<file path="src/rtl/clk_div_pkg.sv">
// Shared constants and types for the multi-channel clock divider.
package clk_div_pkg;
  localparam int          CNT_W_DEF   = 24;
  localparam int unsigned DIV_RST_DEF = 16_250_000;

  typedef logic [CNT_W_DEF-1:0] div_cnt_t;
endpackage

</file>
<file path="src/rtl/clk_div_ch.sv">
// One divider channel: half-period counter, active limit, pending limit, clk_out/tick registers.
module clk_div_ch
  import clk_div_pkg::*;
#(
  parameter int               CNT_W   = CNT_W_DEF,
  parameter logic [CNT_W-1:0] DIV_RST = CNT_W'(DIV_RST_DEF)
) (
  input  logic             clk,
  input  logic             rst,
  input  logic             en,
  input  logic             sync_clr,
  input  logic             wr,
  input  logic [CNT_W-1:0] wr_val,
  output logic             pend,
  output logic             clk_out,
  output logic             tick
);

  logic [CNT_W-1:0] cnt;
  logic [CNT_W-1:0] lim;
  logic [CNT_W-1:0] pend_val;
  logic             at_limit;
  logic             apply;

  // >= rather than == so a limit lowered below the live count still terminates.
  assign at_limit = (cnt >= lim);
  // A disabled channel has no boundary to wait for, so it takes the new limit at once.
  // sync_clr is never a boundary; the limit waits for the next real toggle.
  assign apply    = pend && !sync_clr && (!en || at_limit);

  always_ff @(posedge clk) begin
    if (rst) begin
      cnt      <= '0;
      lim      <= DIV_RST;
      pend_val <= '0;
      pend     <= 1'b0;
      clk_out  <= 1'b1;
      tick     <= 1'b0;
    end else begin
      tick <= 1'b0;

      // A write arriving on the apply cycle wins and stays pending to the next boundary.
      if (wr) begin
        pend_val <= wr_val;
        pend     <= 1'b1;
      end else if (apply) begin
        lim  <= pend_val;
        pend <= 1'b0;
      end

      if (sync_clr || !en) begin
        cnt     <= '0;
        clk_out <= 1'b1;
      end else if (at_limit) begin
        cnt     <= '0;
        clk_out <= ~clk_out;
        tick    <= ~clk_out;
      end else begin
        cnt <= cnt + 1'b1;
      end
    end
  end

endmodule

</file>
<file path="src/rtl/clk_div_multi.sv">
// N-channel programmable clock divider / tick generator with boundary-safe divisor updates.
module clk_div_multi
  import clk_div_pkg::*;
#(
  parameter int          N_CH    = 4,
  parameter int          CNT_W   = CNT_W_DEF,
  parameter int unsigned DIV_RST = DIV_RST_DEF,
  localparam int         CH_W    = (N_CH > 1) ? $clog2(N_CH) : 1
) (
  input  logic             clk_in,
  input  logic             rst,
  input  logic [N_CH-1:0]  ch_en,
  input  logic             sync_clr,
  input  logic             div_wr_en,
  input  logic [CH_W-1:0]  div_wr_ch,
  input  logic [CNT_W-1:0] div_wr_val,
  output logic [N_CH-1:0]  div_pend,
  output logic [N_CH-1:0]  clk_out,
  output logic [N_CH-1:0]  tick
);

  // Out-of-range channel numbers match no decode bit, so the write simply vanishes.
  for (genvar g = 0; g < N_CH; g++) begin : g_ch
    logic wr_hit;
    assign wr_hit = div_wr_en && (div_wr_ch == CH_W'(g));

    clk_div_ch #(
      .CNT_W   (CNT_W),
      .DIV_RST (CNT_W'(DIV_RST))
    ) u_ch (
      .clk      (clk_in),
      .rst      (rst),
      .en       (ch_en[g]),
      .sync_clr (sync_clr),
      .wr       (wr_hit),
      .wr_val   (div_wr_val),
      .pend     (div_pend[g]),
      .clk_out  (clk_out[g]),
      .tick     (tick[g])
    );
  end

endmodule

</file>
<file path="config.mk">
export PLATFORM = sky130hd
export DESIGN_NAME = clk_div_multi
export DESIGN_NICKNAME = d
export VERILOG_FILES = /design/src/rtl/clk_div_pkg.sv /design/src/rtl/clk_div_ch.sv /design/src/rtl/clk_div_multi.sv
export SDC_FILE = /design/constraint.sdc
export NUM_CORES = 1
export LEC_CHECK = 0
export CAP_MARGIN = 25
export CORE_MARGIN = 8
export CORE_UTILIZATION = 45
export DETAILED_ROUTE_END_ITERATION = 8
export DONT_BUFFER_PORTS = 1
export SLEW_MARGIN = 5
export SYNTH_ARGS = -nofsm -noshare
export SYNTH_HDL_FRONTEND = slang
export SYNTH_SLANG_ARGS = --single-unit
</file>
<file path="constraint.sdc">
create_clock -name clk_in -period 3.72 [get_ports clk_in]
set_clock_uncertainty 0.2 [all_clocks]
set_input_delay 0.744 -clock clk_in [delete_from_list [all_inputs] [get_ports clk_in]]
set_output_delay 0.744 -clock clk_in [all_outputs]
set_load 0.03 [all_outputs]
</file>
==> run metrics <==
final net count 1783; max frequency 351 MHz; overall power 6810 uW; number of global-route vias before repair 9748; GPL Wtd Cong 0.803; Die Wd 192 um; final WL 31200 um; final critical-path required period 2.85 ns; DP Cell Count 2006; maximum fanout along the worst path 14; Mapped Cells 1687; Post-Synth Adder-Cell Area 0.0893; Max Slew Vio Count 0; hold path start rst; Bufs on Longest Clock Path 3; Lkg Pwr 0.00602 uW; final hold violation count 0; Die H 192 um; sw frac 0.219; dpl cell area 14200 sq um; antenna diode instance count 0; Root Buffer clkbuf_16; area leader, netlist dfxtp_1; setup TNS 0 ns; final non-filler cell total 2069; Port Buf Inserts 0; Initial DRT Pass Iterations 5; Reg-to-Reg Start g_ch[1].u_ch.cnt[0]; clock network power share 0.487; Pwr Density 443 nW/um^2; grt ovf 0; crit share post-route 0.765; CORE AREA 30700 sq um; Crit-path slowest cell a2111oi_0; commonest non-fill, non-tap cells in the layout nand2_1, dfxtp_1, nor2_1; Switching Power 1490 uW; Synth Area in XOR/XNOR 0.0550; RSZ-0062 raised after global routing no; synth warn 0; Via density 5.03; reg-to-reg setup timing slack 0.87 ns; Max stage delay on crit path 0.48 ns; worst path cell trace inv_1 > ha_1 > nand2b_1 > a2111oi_0 > nor3_1 > o211ai_1 > a21oi_4 > buf_16 > mux2i_1; status finished clean; largest net degree at the start of global routing 198; Setup Crit Path Kind reg2reg; CTS Buf Count 35; clock network latency to the later pin of the worst-skew pair 0.51 ns; Logic pwr share 0.029; Synth area leaders dfxtp_1, ha_1, nand2_1, nor2_1, mux2i_1; count of cell types in the netlist 56; Hold Path End g_ch[3].u_ch.pend_val[12]; gr usage total 0.171; synthesized area per cell 8.31 sq um; Resize count post-CTS 0; io pins 46; Hold Path Class in2reg; Hold Buf Count CTS 0; register bit total from synthesis 300; Critical Path End Type flip-flop; Clock transition at path regs 0.06 ns; Startpoint Class flip-flop; Least-Margin Pin Slew 0.989 ns; Util after Layout 0.501; WL/cell 15.1 um; # Post-CTS Setup Buffers 0; Internal 5320 uW; count of antenna-violating nets left after detailed routing 0; H-tree depth 2; Hold Path Cell Cnt 1; TritonCTS clock tree built; FP Rows 64; syn_nets 1821; Slew headroom 0.341; # Max-Cap Violations 0; via count 10400; DRC viols 0; Mapped Area 14000 sq um; R2R Path End g_ch[1].u_ch.lim[22]; setup violators final 0; first-pass GRT wire length 51700 um; mux contribution to synthesized area 0.0529; Post-synth top flop dfxtp_1; worst r2r path cells 9; Simple-Gate Fraction of Synth Area 0.212; number of enable flip-flop cells after synthesis 0; Worst Path Required 3.91 ns; cell area after layout 15400 sq um; area fraction of the dominant cell type after synthesis 0.429; VDD IR-drop max 0.000268 V; Clock Sinks 300; initial core utilization 0.457; P&R area growth vs syn 9.55%; sequential fraction of the synthesis area 0.429; dpl hpwl 21600 um; DRT iter0 DRCs 474; WP data arrival 3.03 ns; layout cell share with drive strength beyond 1 0.0532; DIE AREA 37000 sq um; combinational family with the most area after synthesis simple AND/OR/NAND/NOR gates; Compound-Gate Fraction of Synth Area 0.100; initial antenna violation count 0; Flop pwr share 0.484; commonest non-fill, non-tap cell in the layout nand2_1; Async S/R FF share, synth 0
-- registers in the layout, indices dropped and copies added, names as in the netlist --
name and cells:
g_ch.u_ch.clk_out 4, g_ch.u_ch.cnt 96, g_ch.u_ch.lim 96, g_ch.u_ch.pend 4, g_ch.u_ch.pend_val 96, g_ch.u_ch.tick 4
-- kinds of logic (layout without fill, tap and decap cells) --
logic type,after synthesis,in the layout
fa+ha+maj,100,100
simple gates,693,693
xor+xnor,88,88
flops,300,300
mux,74,74
compound gates,229,229
buf+inv,203,189
-- per-layer routing --
metal / vias to the layer above / GRT usage / routed length, um
li1: 5508 / - / -
met1: 4706 / 0.235 / 15400
met2: 131 / 0.259 / 13300
met3: 61 / 0.0325 / 1250
met4: 0 / 0.0723 / 1240
met5: - / 0 / 0
-- final cells by class --
class                      instances  area, sq um
clock buffer                      49         1020
timing repair buffer              17          168
clock inverter                    12         92.6
tap                              396          495
inverter                         111          417
multi-input combinational       1184         7150
sequential                       300         6010
fill                            2932        15300
-- worst max-delay path: cells and delay by family (launching register included) --
family	cells	cell delay, ns
AOI/OAI and AO/OA	3	1.22
DFF	1	0.37
buffers and inverters	2	0.29
adders and majority gates	1	0.26
and+or+nand+nor	2	0.26
muxes	1	0.12
-- Yosys cell counts (all sizes together) (2+ instances only) --
cell / count
clkbuf: 66
a211oi: 5
o21bai: 2
nand2: 323
a21o: 5
xnor2: 39
nand2b: 3
mux2i: 74
o21a: 4
a22oi: 3
and3: 25
o31ai: 9
or2: 2
dfxtp: 300
xor2: 49
o211ai: 28
buf: 26
nor3: 19
nor2b: 5
nor2: 224
a221o: 3
inv: 111
a2111oi: 3
and4: 6
and3b: 4
nor3b: 3
nand4: 28
a21boi: 4
nor4: 5
nand3: 36
ha: 100
and2: 6
o2111ai: 9
a21oi: 133
o21ai: 17
-- how the worst max path moves through the flow --
stage | endpoint | slack, ns | depth (start not counted) | from
finish | g_ch[1].u_ch.lim[22] | 0.87 | 9 | g_ch[1].u_ch.cnt[0]
global route | g_ch[1].u_ch.lim[11] | 0.67 | 9 | g_ch[1].u_ch.cnt[0]
CTS | g_ch[1].u_ch.lim[11] | 0.79 | 8 | g_ch[1].u_ch.cnt[0]
detailed placement | g_ch[1].u_ch.lim[23] | 0.82 | 8 | g_ch[1].u_ch.lim[22]
global placement | g_ch[1].u_ch.lim[20] | 0.90 | 8 | g_ch[1].u_ch.lim[22]
floorplan | g_ch[2].u_ch.lim[10] | 1.13 | 10 | g_ch[2].u_ch.lim[23]
-- through the flow --
step	hold WS, ns	worst slack [ns]
after floorplan	0.221	1.13
after global placement	0.239	0.896
after detailed placement	0.244	0.819
after CTS	0.100	0.794
after global routing	0.0985	0.666
final	0.114	0.874
-- power by group through the flow --
| stage | clock (uW) | sequential [uW] | combinational [uW] |
|---|---|---|---|
| 6_report | 3310 | 3300 | 198 |
| 5_1_grt | 3540 | 3300 | 226 |
| 4_1_cts | 3390 | 3300 | 197 |
| 3_5_place_dp | 0 | 3370 | 197 |
| 3_3_place_gp | 0 | 3370 | 195 |
| 2_1_floorplan | 0 | 3350 | 190 |
No activity file was read; power rests on OpenSTA's default activity.
